### config.mk
export PLATFORM = sky130hd
export DESIGN_NAME = multicycle_sequencer_flat
export DESIGN_NICKNAME = d
export VERILOG_FILES = /design/src/rtl/mips_pkg.sv /design/src/rtl/multicycle_sequencer_if.sv /design/src/rtl/mips_op_decode.sv /design/src/rtl/multicycle_sequencer.sv /design/src/flat_wrapper.sv
export SDC_FILE = /design/constraint.sdc
export NUM_CORES = 1
export LEC_CHECK = 0
export CORE_MARGIN = 3
export CORE_UTILIZATION = 48
export CTS_BUF_LIST = sky130_fd_sc_hd__clkbuf_16
export DETAILED_ROUTE_END_ITERATION = 10
export HOLD_SLACK_MARGIN = 0.03
export PLACE_DENSITY = 0.91
export SLEW_MARGIN = 20
export SYNTH_ARGS = -nofsm -noshare
export SYNTH_HDL_FRONTEND = slang
export SYNTH_SLANG_ARGS = --single-unit
export TNS_END_PERCENT = 30
### constraint.sdc
create_clock -name clk -period 2.8 [get_ports clk]
set_input_delay 0.56 -clock clk [delete_from_list [all_inputs] [get_ports clk]]
set_output_delay 0.56 -clock clk [all_outputs]
set_load 0.02 [all_outputs]
### src/rtl/mips_pkg.sv
// Shared encodings for the multi-cycle MIPS sequencer: opcodes, states, op classes,
// ALU ops, PC source and error codes.
package mips_pkg;

  localparam logic [5:0] OP_RTYPE = 6'b000000;
  localparam logic [5:0] OP_J     = 6'b000010;
  localparam logic [5:0] OP_BEQ   = 6'b000100;
  localparam logic [5:0] OP_ORI   = 6'b001101;
  localparam logic [5:0] OP_LUI   = 6'b001111;
  localparam logic [5:0] OP_LW    = 6'b100011;
  localparam logic [5:0] OP_SW    = 6'b101011;

  localparam logic [5:0] FN_ADD   = 6'b100000;
  localparam logic [5:0] FN_SUB   = 6'b100010;

  typedef enum logic [2:0] {
    ST_IDLE, ST_FETCH, ST_DECODE, ST_EXEC, ST_MEM, ST_WB, ST_TRAP
  } state_t;

  typedef enum logic [3:0] {
    CL_ADD, CL_SUB, CL_ORI, CL_LUI, CL_LW, CL_SW, CL_BEQ, CL_J, CL_ILLEGAL
  } op_class_t;

  typedef enum logic [1:0] {
    ALU_ADD = 2'b00, ALU_OR = 2'b01, ALU_SUB = 2'b10, ALU_LUI = 2'b11
  } alu_op_t;

  typedef enum logic [1:0] {
    PC_SEQ = 2'b00, PC_BRANCH = 2'b01, PC_JUMP = 2'b10
  } pc_src_t;

  typedef enum logic [1:0] {
    ERR_NONE = 2'b00, ERR_ILLEGAL = 2'b01, ERR_IMEM_TO = 2'b10, ERR_DMEM_TO = 2'b11
  } err_t;

  function automatic alu_op_t class_alu_op(input op_class_t c);
    case (c)
      CL_ORI:         return ALU_OR;
      CL_LUI:         return ALU_LUI;
      CL_SUB, CL_BEQ: return ALU_SUB;
      default:        return ALU_ADD;
    endcase
  endfunction

  function automatic logic class_uses_imm(input op_class_t c);
    return (c == CL_ORI) || (c == CL_LUI) || (c == CL_LW) || (c == CL_SW);
  endfunction

endpackage

### src/rtl/multicycle_sequencer_if.sv
// Instruction/data memory handshakes and the fetched instruction word.
interface multicycle_sequencer_if;
  logic        imem_req;
  logic        imem_ready;
  logic        dmem_req;
  logic        dmem_ready;
  logic [31:0] instruction;

  modport master (output imem_req, dmem_req, input imem_ready, dmem_ready, instruction);
  modport slave  (input imem_req, dmem_req, output imem_ready, dmem_ready, instruction);
endinterface

### src/rtl/mips_op_decode.sv
// Combinational opcode/funct to instruction-class decode.
module mips_op_decode
  import mips_pkg::*;
(
  input  logic [5:0] opcode,
  input  logic [5:0] funct,
  output op_class_t  op_class
);

  always_comb begin
    op_class = CL_ILLEGAL;
    case (opcode)
      OP_RTYPE: begin
        if (funct == FN_ADD)      op_class = CL_ADD;
        else if (funct == FN_SUB) op_class = CL_SUB;
      end
      OP_J:    op_class = CL_J;
      OP_BEQ:  op_class = CL_BEQ;
      OP_ORI:  op_class = CL_ORI;
      OP_LUI:  op_class = CL_LUI;
      OP_LW:   op_class = CL_LW;
      OP_SW:   op_class = CL_SW;
      default: op_class = CL_ILLEGAL;
    endcase
  end

endmodule

### src/rtl/multicycle_sequencer.sv
// Multi-cycle control FSM for the MIPS core: fetch/decode/exec/mem/wb sequencing,
// memory wait timeouts, sticky trap and retired-instruction count.
//
// state  | meaning
// IDLE   | halted, waiting for run
// FETCH  | imem_req until imem_ready; loads IR and PC+4
// DECODE | classify instruction; j retires here, illegal traps
// EXEC   | ALU controls driven; beq retires here
// MEM    | dmem_req until dmem_ready; sw retires here
// WB     | one-cycle register file write; retire
// TRAP   | sticky error, left only by reset
module multicycle_sequencer
  import mips_pkg::*;
#(
  parameter int MEM_TIMEOUT = 255,
  parameter int RET_W       = 32
) (
  input  logic                 clk,
  input  logic                 rst_n_sequencer,
  input  logic                 run,
  multicycle_sequencer_if.master bus,
  input  logic                 zero,
  output logic                 ir_load,
  output logic                 pc_write,
  output logic [1:0]           pc_src,
  output logic                 ctrl_regFile_write,
  output logic                 select_regWritten,
  output logic                 ctrl_dataMem_Write,
  output logic                 ctrl_dataMem2reg,
  output logic                 select_anotherAluSource,
  output logic [1:0]           select_aluPerformance,
  output logic                 halted,
  output logic [1:0]           err_code,
  output logic [RET_W-1:0]     retired_count
);

  localparam int CNT_W = $clog2(MEM_TIMEOUT + 1);
  localparam logic [CNT_W-1:0] WAIT_LAST = CNT_W'(MEM_TIMEOUT - 1);

  state_t          state, state_nxt;
  op_class_t       dec_class, class_q;
  logic [1:0]      err_q, err_nxt;
  logic [CNT_W-1:0] wait_cnt;
  logic            retire;
  logic            waiting;
  logic            timeout_hit;
  logic            unused_bits;

  mips_op_decode u_decode (
    .opcode   (bus.instruction[31:26]),
    .funct    (bus.instruction[5:0]),
    .op_class (dec_class)
  );

  assign unused_bits = ^bus.instruction[25:6];
  assign waiting     = ((state == ST_FETCH) && !bus.imem_ready) ||
                       ((state == ST_MEM)   && !bus.dmem_ready);
  assign timeout_hit = (wait_cnt == WAIT_LAST);
  assign err_code    = err_q;

  always_ff @(posedge clk or negedge rst_n_sequencer) begin
    if (!rst_n_sequencer) begin
      state         <= ST_IDLE;
      class_q       <= CL_ILLEGAL;
      err_q         <= ERR_NONE;
      wait_cnt      <= '0;
      retired_count <= '0;
    end else begin
      state <= state_nxt;
      err_q <= err_nxt;
      if (state == ST_DECODE) class_q <= dec_class;
      // MEM can follow MEM->FETCH directly (sw retire), so clear on any state change
      if (state_nxt != state) wait_cnt <= '0;
      else if (waiting)       wait_cnt <= wait_cnt + CNT_W'(1);
      if (retire) retired_count <= retired_count + RET_W'(1);
    end
  end

  always_comb begin
    state_nxt               = state;
    err_nxt                 = err_q;
    retire                  = 1'b0;
    halted                  = 1'b0;
    bus.imem_req            = 1'b0;
    bus.dmem_req            = 1'b0;
    ir_load                 = 1'b0;
    pc_write                = 1'b0;
    pc_src                  = PC_SEQ;
    ctrl_regFile_write      = 1'b0;
    select_regWritten       = 1'b0;
    ctrl_dataMem_Write      = 1'b0;
    ctrl_dataMem2reg        = 1'b0;
    select_anotherAluSource = 1'b0;
    select_aluPerformance   = ALU_ADD;

    if (state == ST_EXEC || state == ST_MEM || state == ST_WB) begin
      select_anotherAluSource = class_uses_imm(class_q);
      select_aluPerformance   = class_alu_op(class_q);
    end

    case (state)
      ST_IDLE: begin
        halted = 1'b1;
        if (run) state_nxt = ST_FETCH;
      end
      ST_FETCH: begin
        bus.imem_req = 1'b1;
        if (bus.imem_ready) begin
          ir_load   = 1'b1;
          pc_write  = 1'b1;
          state_nxt = ST_DECODE;
        end else if (timeout_hit) begin
          state_nxt = ST_TRAP;
          err_nxt   = ERR_IMEM_TO;
        end
      end
      ST_DECODE: begin
        case (dec_class)
          CL_ILLEGAL: begin
            state_nxt = ST_TRAP;
            err_nxt   = ERR_ILLEGAL;
          end
          CL_J: begin
            pc_write  = 1'b1;
            pc_src    = PC_JUMP;
            retire    = 1'b1;
            state_nxt = run ? ST_FETCH : ST_IDLE;
          end
          default: state_nxt = ST_EXEC;
        endcase
      end
      ST_EXEC: begin
        if (class_q == CL_BEQ) begin
          pc_src    = PC_BRANCH;
          pc_write  = zero;
          retire    = 1'b1;
          state_nxt = run ? ST_FETCH : ST_IDLE;
        end else if (class_q == CL_LW || class_q == CL_SW) begin
          state_nxt = ST_MEM;
        end else begin
          state_nxt = ST_WB;
        end
      end
      ST_MEM: begin
        bus.dmem_req       = 1'b1;
        ctrl_dataMem_Write = (class_q == CL_SW);
        if (bus.dmem_ready) begin
          if (class_q == CL_SW) begin
            retire    = 1'b1;
            state_nxt = run ? ST_FETCH : ST_IDLE;
          end else begin
            state_nxt = ST_WB;
          end
        end else if (timeout_hit) begin
          state_nxt = ST_TRAP;
          err_nxt   = ERR_DMEM_TO;
        end
      end
      ST_WB: begin
        ctrl_regFile_write = 1'b1;
        select_regWritten  = (class_q == CL_ADD) || (class_q == CL_SUB);
        ctrl_dataMem2reg   = (class_q == CL_LW);
        retire             = 1'b1;
        state_nxt          = run ? ST_FETCH : ST_IDLE;
      end
      ST_TRAP: halted = 1'b1;
      default: state_nxt = ST_IDLE;
    endcase
  end

endmodule

### src/flat_wrapper.sv
// flat-port wrapper written by rule: the top's interface ports become plain ports
module multicycle_sequencer_flat import mips_pkg::*;
#(
  parameter int MEM_TIMEOUT = 255,
  parameter int RET_W       = 32
)
  (clk, rst_n_sequencer, run, zero, ir_load, pc_write, pc_src, ctrl_regFile_write, select_regWritten, ctrl_dataMem_Write, ctrl_dataMem2reg, select_anotherAluSource, select_aluPerformance, halted, err_code, retired_count, bus_imem_req, bus_dmem_req, bus_imem_ready, bus_dmem_ready, bus_instruction);
  multicycle_sequencer_if bus_i ();
  input  logic clk;
  input  logic rst_n_sequencer;
  input  logic run;
  input  logic zero;
  output logic ir_load;
  output logic pc_write;
  output logic [1:0] pc_src;
  output logic ctrl_regFile_write;
  output logic select_regWritten;
  output logic ctrl_dataMem_Write;
  output logic ctrl_dataMem2reg;
  output logic select_anotherAluSource;
  output logic [1:0] select_aluPerformance;
  output logic halted;
  output logic [1:0] err_code;
  output logic [RET_W-1:0] retired_count;
  output wire logic [$bits(bus_i.imem_req)-1:0] bus_imem_req;
  output wire logic [$bits(bus_i.dmem_req)-1:0] bus_dmem_req;
  input wire logic [$bits(bus_i.imem_ready)-1:0] bus_imem_ready;
  input wire logic [$bits(bus_i.dmem_ready)-1:0] bus_dmem_ready;
  input wire logic [$bits(bus_i.instruction)-1:0] bus_instruction;
  assign bus_imem_req = bus_i.imem_req;
  assign bus_dmem_req = bus_i.dmem_req;
  assign bus_i.imem_ready = bus_imem_ready;
  assign bus_i.dmem_ready = bus_dmem_ready;
  assign bus_i.instruction = bus_instruction;
  multicycle_sequencer #(.MEM_TIMEOUT(MEM_TIMEOUT), .RET_W(RET_W)) u_core (.clk(clk), .rst_n_sequencer(rst_n_sequencer), .run(run), .bus(bus_i), .zero(zero), .ir_load(ir_load), .pc_write(pc_write), .pc_src(pc_src), .ctrl_regFile_write(ctrl_regFile_write), .select_regWritten(select_regWritten), .ctrl_dataMem_Write(ctrl_dataMem_Write), .ctrl_dataMem2reg(ctrl_dataMem2reg), .select_anotherAluSource(select_anotherAluSource), .select_aluPerformance(select_aluPerformance), .halted(halted), .err_code(err_code), .retired_count(retired_count));
endmodule
==> results.py <==
metrics = {
    "finish": {
        "drive_gt1_share_pct": 15.1,
        "regArea_um2": 1230,
        "n_fill_cell": 466,
        "fin_nets": 425,
        "final_cell_mix": "59 x clkdlybuf4s50_1, 48 x dfrtp_1, 27 x xor2_1",
        "antenna_cells": 0,
        "final_common_cell": "clkdlybuf4s50_1",
        "syn2layout_area_growth_pct": 34.2,
        "multiInputGateArea_um2": 1660,
    },
    "yosys": {
        "synth_area_per_cell_um2": 9.81,
        "synth_area_leaders": "dfrtp_1 40%, xor2_1 7.9%, nor4_2 4.2%",
        "synth_top_area_share_pct": 40.1,
        "ys_ff_latch": 49,
        "synth.largest_area_cell": "dfrtp_1",
        "syn-num-nets": 346,
        "async_flop_share_pct": 100,
        "synth_ff_type": "dfrtp_1",
        "synth_cell_types": 56,
        "ys_seq_area_share_pct": 41.0,
        "synth_edf_count": 0,
        "syn_inst": 305,
        "ys_warn_count": 0,
        "syn_area_um2": 2990,
    },
    "global_route": {
        "antenna_found_initial": 0,
        "grtUsageTotal_pct": 20.9,
        "overflow": 0,
        "grt_pass1_vias": 2680,
        "grt_pass1_wl_um": 12400,
        "grt_max_degree": 27,
    },
    "timing": {
        "hold-worst-slack_ns": 0.252,
        "finalCritPeriodShare_pct": 98.1,
        "rsz0062_at_grt": "no",
        "slew_viol_final": 0,
        "max_slew_margin_pct": 31.6,
        "tightest_slew_ns": 1.03,
        "fin_ws_ns": 0.0520,
        "fmax_ghz": 0.364,
        "setup_viol": 0,
        "skew_ns": 0.00767,
        "fin_crit_ns": 2.75,
        "hold_viol_final": 0,
    },
    "routing": {
        "vias": 2699,
        "post_drt_wl_per_cell_um": 15.8,
        "vias_per_cell": 5.87,
        "first_pass_iters": 4,
        "ant_nets": 0,
        "routed_wl_um": 7270,
        "drt_iter0_drc": 138,
        "drc": 0,
    },
    "critical_path": {
        "setup.worst_path.start_class": "primary input",
        "crit_path_end_kind": "primary output",
        "path_max_fanout": 3,
        "worstSetupPathType": "in2out",
        "required_ns": 2.24,
        "arrival_ns": 2.19,
    },
    "cts": {
        "hold_buffers": 0,
        "htreeDepth": 2,
        "clk_latency_ns": 0.29,
        "cts_tree": "built",
        "cts_made_buffers": 5,
        "post_cts_buffers": 0,
        "clkTransAtPathRegs_ns": 0.07,
        "max-clock-path-buffers": 2,
        "cts.sinks": 49,
        "root_buffer": "clkbuf_16",
    },
    "pwr": {
        "p_leak_uw": 0.00173,
        "vdd_drop_max_uv": 450,
        "pwr_density_cell_nw_per_um2": 706,
    },
    "placed_design": {
        "place_ws_ns": -0.307,
        "gp_congestion": 0.821,
        "portBuffers": 65,
        "hpwl_um": 5530,
    },
    "min_path": {
        "hp-class": "in2async",
    },
    "die": {
        "ios": 86,
        "initial_core_util_pct": 50.0,
        "dieArea_um2": 7220,
        "rows": 28,
        "core_area_um2": 5990,
        "die_h_um": 85.0,
        "die_w_um": 85.0,
    },
    "outcome": {
        "outcome": "completed",
    },
    "job": {
        "maxCapViolations": 0,
    },
}
==> metal layers <==
metal	part of all wire, %	track usage (%)	wire length, um
met5	0	0	0
met4	2.1	7.19	155
met3	5.3	4.76	384
met2	50	35.7	3650
met1	42	26.1	3080
==> power by group <==
| group | internal, uW | switching (uW) |
|---|---|---|
| registers | 807 | 131 |
| logic | 504 | 696 |
| clock network | 423 | 274 |
==> final timing paths <==
kind	start	endpoint	slack, ns	cells past startpoint
max	bus_instruction[26]	pc_src[1]	0.05	4
min	rst_n_sequencer	u_core.retired_count[22]$_DFFE_PN0P_	0.25	1
max reg2reg	u_core.state[2]$_DFF_PN0_	u_core.wait_cnt[3]$_DFFE_PN0P_	0.30	6
min reg2reg	u_core.retired_count[31]$_DFFE_PN0P_	u_core.retired_count[31]$_DFFE_PN0P_	0.47	1
max in group asynchronous	rst_n_sequencer	u_core.class_q[3]$_DFFE_PN1P_	1.77	2
min in group clk	u_core.retired_count[31]$_DFFE_PN0P_	u_core.retired_count[31]$_DFFE_PN0P_	0.47	1
==> logic make-up (layout without fill, tap and decap cells) <==
family / Yosys count / count (layout) / synth area share [%]
simple gates: 149 / 149 / 32.2
flops: 49 / 49 / 41.0
xor+xnor: 40 / 40 / 11.7
compound gates: 38 / 38 / 9.45
buf+inv: 25 / 105 / 3.97
fa+ha+maj: 3 / 3 / 1.25
mux: 1 / 1 / 0.376
==> critical path, cell delays in order <==
cell and delay, ns:
clkdlybuf4s50_1 0.43, or4_4 0.57, nor4_4 0.26, dlygate4sd2_1 0.37
==> registers in the layout (all words and copies together) (netlist names) <==
name	count
u_core.retired_count	32
u_core.err_code	2
u_core.wait_cnt	8
u_core.state	3
u_core.class_q	4
==> final cells by class <==
| cell class | count | area share, % |
|---|---|---|
| sequential | 49 | 30.6 |
| clock buffer | 5 | 3.11 |
| timing repair buffer | 88 | 20.6 |
| tap | 75 | 2.34 |
| clock inverter | 3 | 1.15 |
| multi-input combinational | 231 | 41.4 |
| inverter | 9 | 0.841 |
==> per-stage QoR <==
step                setup TNS, ns  cells  cell area, um^2  power (uW)  util [%]
CTS                      -0.00866    460             4010        2830      67.0
floorplan                       0    305             2990        1680         -
global placement           -0.711    452             3840        2100      64.2
detailed placement          -2.04    452             3840        2140      64.2
global route                    0    460             4020        2980      67.1
finish                          0    460             4020        2840      67.1
==> cell usage after synthesis, types with 2 or more instances <==
master / number
a2111o_1: 2
a211o_1: 2
a21o_1: 2
a21oi_1: 7
a22o_1: 2
a31oi_1: 2
and3_1: 5
buf_2: 5
buf_6: 2
clkbuf_1: 7
dfrtp_1: 48
ha_1: 3
inv_1: 9
nand2_1: 26
nand2b_1: 6
nand3_1: 8
nand3b_1: 2
nand4_1: 6
nand4b_1: 5
nor2_1: 22
nor2b_1: 3
nor3_1: 19
nor3b_1: 2
nor4_1: 6
nor4_2: 10
nor4_4: 3
nor4b_1: 11
o21a_1: 3
o21ai_0: 4
o31ai_1: 4
or2_2: 3
or3_1: 3
or4bb_1: 2
xnor2_1: 13
xor2_1: 27
==> timing repair <==
| action | CTS | global route |
|---|---|---|
| hold endpoints to repair | 0 | 0 |
| endpoints found under the setup margin | 3 | 7 |
| gates resized for setup | 4 | 5 |
Power figures use the tool's default switching activity.
==> patch 1: new RTL, same flow settings <==
Re-encode `state_t` (7 states) as one-hot, 7 bits wide.
--- a/src/rtl/mips_pkg.sv
+++ b/src/rtl/mips_pkg.sv
@@ -13,8 +13,8 @@
   localparam logic [5:0] FN_ADD   = 6'b100000;
   localparam logic [5:0] FN_SUB   = 6'b100010;
 
-  typedef enum logic [2:0] {
-    ST_IDLE, ST_FETCH, ST_DECODE, ST_EXEC, ST_MEM, ST_WB, ST_TRAP
+  typedef enum logic [6:0] {
+    ST_IDLE = 7'b0000001, ST_FETCH = 7'b0000010, ST_DECODE = 7'b0000100, ST_EXEC = 7'b0001000, ST_MEM = 7'b0010000, ST_WB = 7'b0100000, ST_TRAP = 7'b1000000
   } state_t;
 
   typedef enum logic [3:0] {
Formal check against the unedited RTL: no difference found for any inputs over 10 cycles, from zero or initial values and one cycle with rst_n_sequencer low; not proved beyond that.
==> patch 1 against the original RTL <==
  * The run now ends with negative setup slack left
  * Utilization is 1.7 points higher
  * Wire length is 19% higher
  * Worst setup slack worse by 63 ps
  * Total power is 17% lower
  * Cell area is 4.4% higher
  * Combinational power is 48% lower
  * Sequential share of layout area is 1.1 points higher
  * Area after synthesis is 4.0% higher
  * Sequential cell count is 4 higher
  * Die area is 3.7% higher
==> patch 1: results (changes against the original RTL) <==
stage;metric;value;unit;change
run_status;status;finished with violations;;
run_status;violations;negative setup slack;;
clock_tree;clk_latency;300;ps;
clock_tree;path_clk_slew;70;ps;about the same
synth;ys_async_sr_fraction;1.00;;unchanged
route;drtIter0Drc;140;;+1.4%
placement;io_buffer_count;65;;unchanged
global_route;grt_antenna_before_repair;0;;unchanged
critical_path;worst_ep_arrival_time;2250;ps;+60 ps
clock_tree;clk_path_buf_depth;2;;unchanged
global_route;first_global_vias;2811;;+4.9%
synth;netlist_instances;316;;+3.6%
cells_and_area;antenna_cells;0;;unchanged
route;dr.pass1.iters;5;;+1
placement;pre_cts_ws;-333;ps;-26.4 ps
cells_and_area;finalNetCount;446;;+4.9%
synth;syn-num-nets;357;;+3.2%
placement;globalplace.congestion;0.943;;+15%
sta;timing.hold.ws;299;ps;+46.4 ps
placement;hpwl;5.84;mm;+5.6%
cells_and_area;reg.largest.list;u_core.retired_count (32), u_core.wait_cnt (8), u_core.state (7);;
min_path;min_path_type;in -> async;;
placement;dpl_cell_area;3980;µm²;+3.5%
synth;synth_common_cells;dfrtp_1 (51), nor2_1 (33), nand2_1 (27), xnor2_1 (23);;
power_and_ir_drop;seqPwrFrac;0.393;;+0.062
synth;ys_seq_area_frac;0.427;;+0.0169
route;routedWlPerCell;17.9;µm;+14%
sta;tns;-12.2;ps;-12.2 ps
power_and_ir_drop;ir_drop;0.414;mV;-7.9%
route;via_per_inst;5.90;;+0.63%
global_route;grt_pass1_wl;14.0;mm;+12%
clock_tree;htree_levels;2;;unchanged
power_and_ir_drop;leakagePower;1.88;nW;+8.6%
synth;yosysUniqueCellTypes;62;;+11%
critical_path;r2r_setup_slack;420;ps;+120 ps
route;drt_wl_total;8.63;mm;+19%
sta;layout_setup_ws;-10.5;ps;-62.5 ps
sta;finClkSkew;8.20;ps;+0.529 ps
power_and_ir_drop;p_comb;0.000623;W;-48%
global_route;grt_max_degree;30;;+11%
synth;yosysWarnings;0;;unchanged
clock_tree;cts_buffers;5;;unchanged
synth;synth_flop_cell;dfrtp_1;;
sta;tightestPinTransition;696;ps;-330 ps
clock_tree;clk_root_buffer_cell;clkbuf_16;;
sta;setup_viol;2;;+2
synth;synthTopCellsByArea;dfrtp_1 (41%), xnor2_1 (6.5%), xor2_1 (5.6%);;
power_and_ir_drop;swShare;0.310;;-0.0778
cells_and_area;drive_gt1_frac;0.167;;+0.0168
global_route;grt_usage;0.237;;+0.0282
critical_path;worstRegToRegCells;8;;+2
power_and_ir_drop;p_per_area;562;nW/µm²;-20%
critical_path;path_max_fanout;7;;+4
placement;dp.cells;473;;+4.6%
==> patch 1: cell families (layout without fill, tap and decap cells) <==
kind of cell	Yosys count	in the layout	share of synthesized area
and+or+nand+nor	151	151	0.274
DFF	53	53	0.427
xor gates and xnor gates	43	43	0.121
AOI/OAI and AO/OA	42	42	0.119
buffers and inverters	22	112	0.0394
adders and majority gates	3	3	0.0121
muxes	2	2	0.00724
==> patch 1: routing by layer <==
metal	vias up	GRT usage	share of wire
li1	1310	-	-
met5	-	0	0
met2	109	0.403	0.50
met4	0	0.0935	0.033
met3	24	0.0418	0.050
met1	1397	0.301	0.41
==> patch 1: path summary, 6_finish.rpt <==
| kind | start | to |
|---|---|---|
| max | u_core.state[6] | ctrl_regFile_write |
| min | rst_n_sequencer | u_core.retired_count[23] |
| max reg2reg | u_core.state[6] | u_core.retired_count[28] |
| min reg2reg | u_core.retired_count[31] | u_core.retired_count[31] |
| max in group asynchronous | rst_n_sequencer | u_core.class_q[3] |
| min in group clk | u_core.retired_count[31] | u_core.retired_count[31] |
==> patch 1: repair_timing <==
action                                 4_1_cts  5_1_grt
buffers inserted                             0        0
setup endpoints to repair                    8        8
resized for setup                            7        4
pin swaps                                    1        0
endpoints found under the hold margin        0        0
gates cloned                                 0        0
==> patch 1: cell type report <==
| cell class | count | area, µm² |
|---|---|---|
| clock buffers | 5 | 125 |
| clock inverters | 3 | 68.8 |
| fillers | 418 | 1900 |
| inverters | 11 | 41.3 |
| multi-input cells | 241 | 1680 |
| flip-flops and latches | 53 | 1330 |
| well taps | 75 | 93.8 |
| repair buffers | 93 | 856 |
==> patch 1: worst max-delay path, stage by stage, from the launching register on <==
cell and delay [ps]:
dfrtp_1 430, buf_4 190, nor3_2 280, nand4b_1 320
inv_1 110, clkdlybuf4s50_1 620
==> patch 2: new RTL, config.mk and constraints unchanged <==
Made on the original files. `MEM_TIMEOUT` is set to 255 in 2 places; all go to 510.
--- a/src/rtl/multicycle_sequencer.sv
+++ b/src/rtl/multicycle_sequencer.sv
@@ -12,7 +12,7 @@
 module multicycle_sequencer
   import mips_pkg::*;
 #(
-  parameter int MEM_TIMEOUT = 255,
+  parameter int MEM_TIMEOUT = 510,
   parameter int RET_W       = 32
 ) (
   input  logic                 clk,
--- a/src/flat_wrapper.sv
+++ b/src/flat_wrapper.sv
@@ -1,7 +1,7 @@
 // flat-port wrapper written by rule: the top's interface ports become plain ports
 module multicycle_sequencer_flat import mips_pkg::*;
 #(
-  parameter int MEM_TIMEOUT = 255,
+  parameter int MEM_TIMEOUT = 510,
   parameter int RET_W       = 32
 )
   (clk, rst_n_sequencer, run, zero, ir_load, pc_write, pc_src, ctrl_regFile_write, select_regWritten, ctrl_dataMem_Write, ctrl_dataMem2reg, select_anotherAluSource, select_aluPerformance, halted, err_code, retired_count, bus_imem_req, bus_dmem_req, bus_imem_ready, bus_dmem_ready, bus_instruction);
Check against the original RTL: same outputs for any inputs over 10 cycles, from zero or initial values and one cycle with rst_n_sequencer low; that may be too few to reach the edited logic, so the function may still have changed.
==> patch 2 against the original RTL <==
  * Wire length fell by 4.2%
  * Area after synthesis decreased by 2.5%
  * Worst hold slack lost 9.4 ps
  * Sequential cell count grew 1
  * Worst setup slack gained 72 ps
  * Fmax grew 2.7%
  * Total power shrank 8.5%
  * Cell area shrank 2.2%
  * Critical path type unchanged
  * Highest routed layer unchanged
==> patch 2: results (changes against the original RTL) <==
stage;metric;value;unit;change
placement;io_buffer_count;65;;unchanged
sta;tightestPinTransition;476;ps;-550 ps
route;drtIter0Drc;89;;-36%
clock_tree;cts_buffers;5;;unchanged
clock_tree;htree_levels;2;;unchanged
synth;yosysWarnings;0;;unchanged
critical_path;critPathMaxStageDelay;430;ps;-140 ps
cells_and_area;reg.largest.list;u_core.retired_count (32), u_core.wait_cnt (9), u_core.class_q (4);;
clock_tree;clk_root_buffer_cell;clkbuf_16;;
power_and_ir_drop;leakagePower;1.69;nW;-2.3%
placement;globalplace.congestion;0.840;;+2.3%
route;wl_met1;3.05;mm;-1.2%
power_and_ir_drop;pwr-share-comb;0.362;;-0.061
run_status;status;finished, final reports clean;;
global_route;grt_antenna_before_repair;0;;unchanged
critical_path;path_delay_family;buffers and inverters;;
power_and_ir_drop;sequentialPower;0.000970;W;+3.3%
cells_and_area;drive_gt1_frac;0.136;;-0.0145
global_route;grt_util_met2;0.369;;+0.0128
route;wl_met3;369;µm;-3.9%
placement;dpl_cell_area;3760;µm²;-2.2%
power_and_ir_drop;switching_power;0.000925;W;-16%
route;dr.pass1.iters;4;;unchanged
min_path;min_path_type;in -> async;;
clock_tree;path_clk_slew;70;ps;about the same
synth;ys_async_sr_fraction;1.00;;unchanged
synth;synthTopCellsByArea;dfrtp_1 (42%), xnor2_1 (6.9%), xor2_1 (5.4%);;
power_and_ir_drop;ir_drop;0.450;mV;+0.13%
synth;netlist_instances;299;;-2.0%
global_route;grt_usage;0.209;;about the same
placement;dp.cells;446;;-1.3%
cells_and_area;antenna_cells;0;;unchanged
cells_and_area;finalNetCount;422;;-0.71%
critical_path;path_max_fanout;3;;unchanged
global_route;grt_max_degree;51;;+89%
clock_tree;cts_setup_buffers;0;;unchanged
synth;synth_common_cells;dfrtp_1 (49), nand2_1 (27), nor2_1 (23), xnor2_1 (23), xor2_1 (18);;
global_route;first_global_vias;2704;;+0.90%
route;via_per_inst;5.67;;-3.4%
global_route;grt_pass1_wl;12.4;mm;-0.27%
clock_tree;ctsResizeCount;2;;-2
sta;finClkSkew;7.14;ps;-0.525 ps
global_route;use_met3;0.0484;;+0.000798
route;dr_wl_met2;3.52;mm;-3.5%
route;routedWlPerCell;15.3;µm;-2.9%
critical_path;critical-path-slowest-cell;clkdlybuf4s50_1;;
synth;ys_seq_area_frac;0.429;;+0.0189
route;num_vias;2573;;-4.7%
synth;syn-num-nets;340;;-1.7%
placement;hpwl;5.28;mm;-4.6%
clock_tree;clk_latency;280;ps;
global_route;met1_usage;0.265;;+0.00451
synth;yosysUniqueCellTypes;54;;-3.6%
-- patch 2: cell types whose count changed in the layout (fill, tap and decap cells not counted), sizes merged, moves of 3 or more --
cell    change
nor4b      -11
nor4       -12
nand4b      -5
xor2        -9
nand3       +8
buf         -4
xnor2      +10
nand4       +9
or3b        +3
nand2b      +3
or2         -3
-- patch 2: worst paths after layout --
path                                     startpoint                        to  slack [ps]  depth (start not counted)
setup / recovery                bus_instruction[26]                 pc_src[1]         120                          4
hold / removal                      rst_n_sequencer  u_core.retired_count[27]         240                          2
setup reg to reg                    u_core.state[2]  u_core.retired_count[24]         540                          7
hold reg to reg            u_core.retired_count[31]  u_core.retired_count[31]         470                          1
max in group asynchronous           rst_n_sequencer         u_core.class_q[3]        2260                          2
min in group clk           u_core.retired_count[31]  u_core.retired_count[31]         470                          1
-- patch 2: cells by family after synthesis --
kind of cell | after synthesis | share of synthesized area
buffers and inverters | 17 | 0.0279
AOI/OAI and AO/OA | 41 | 0.102
and+or+nand+nor | 147 | 0.305
xor gates and xnor gates | 41 | 0.123
adders and majority gates | 3 | 0.0129
DFF | 50 | 0.429
-- patch 2: cell type report --
cell class                 instances  area [µm²]
clock inverter                     3        43.8
multi-input combinational        232        1590
timing repair buffer              84         800
clock buffer                       5         125
sequential                        50        1250
tap                               72        90.1
inverter                           8        30.0
fill                             453        1780
-- patch 2: per-stage QoR --
stage | utilization | setup WS, ps | total power (W)
after global routing | 0.688 | 1.59 | 0.00276
after CTS | 0.687 | 13.1 | 0.00262
after global placement | 0.658 | -197 | 0.00186
final | 0.688 | 124 | 0.00260
after detailed placement | 0.658 | -248 | 0.00192
after floorplan | - | 421 | 0.00155
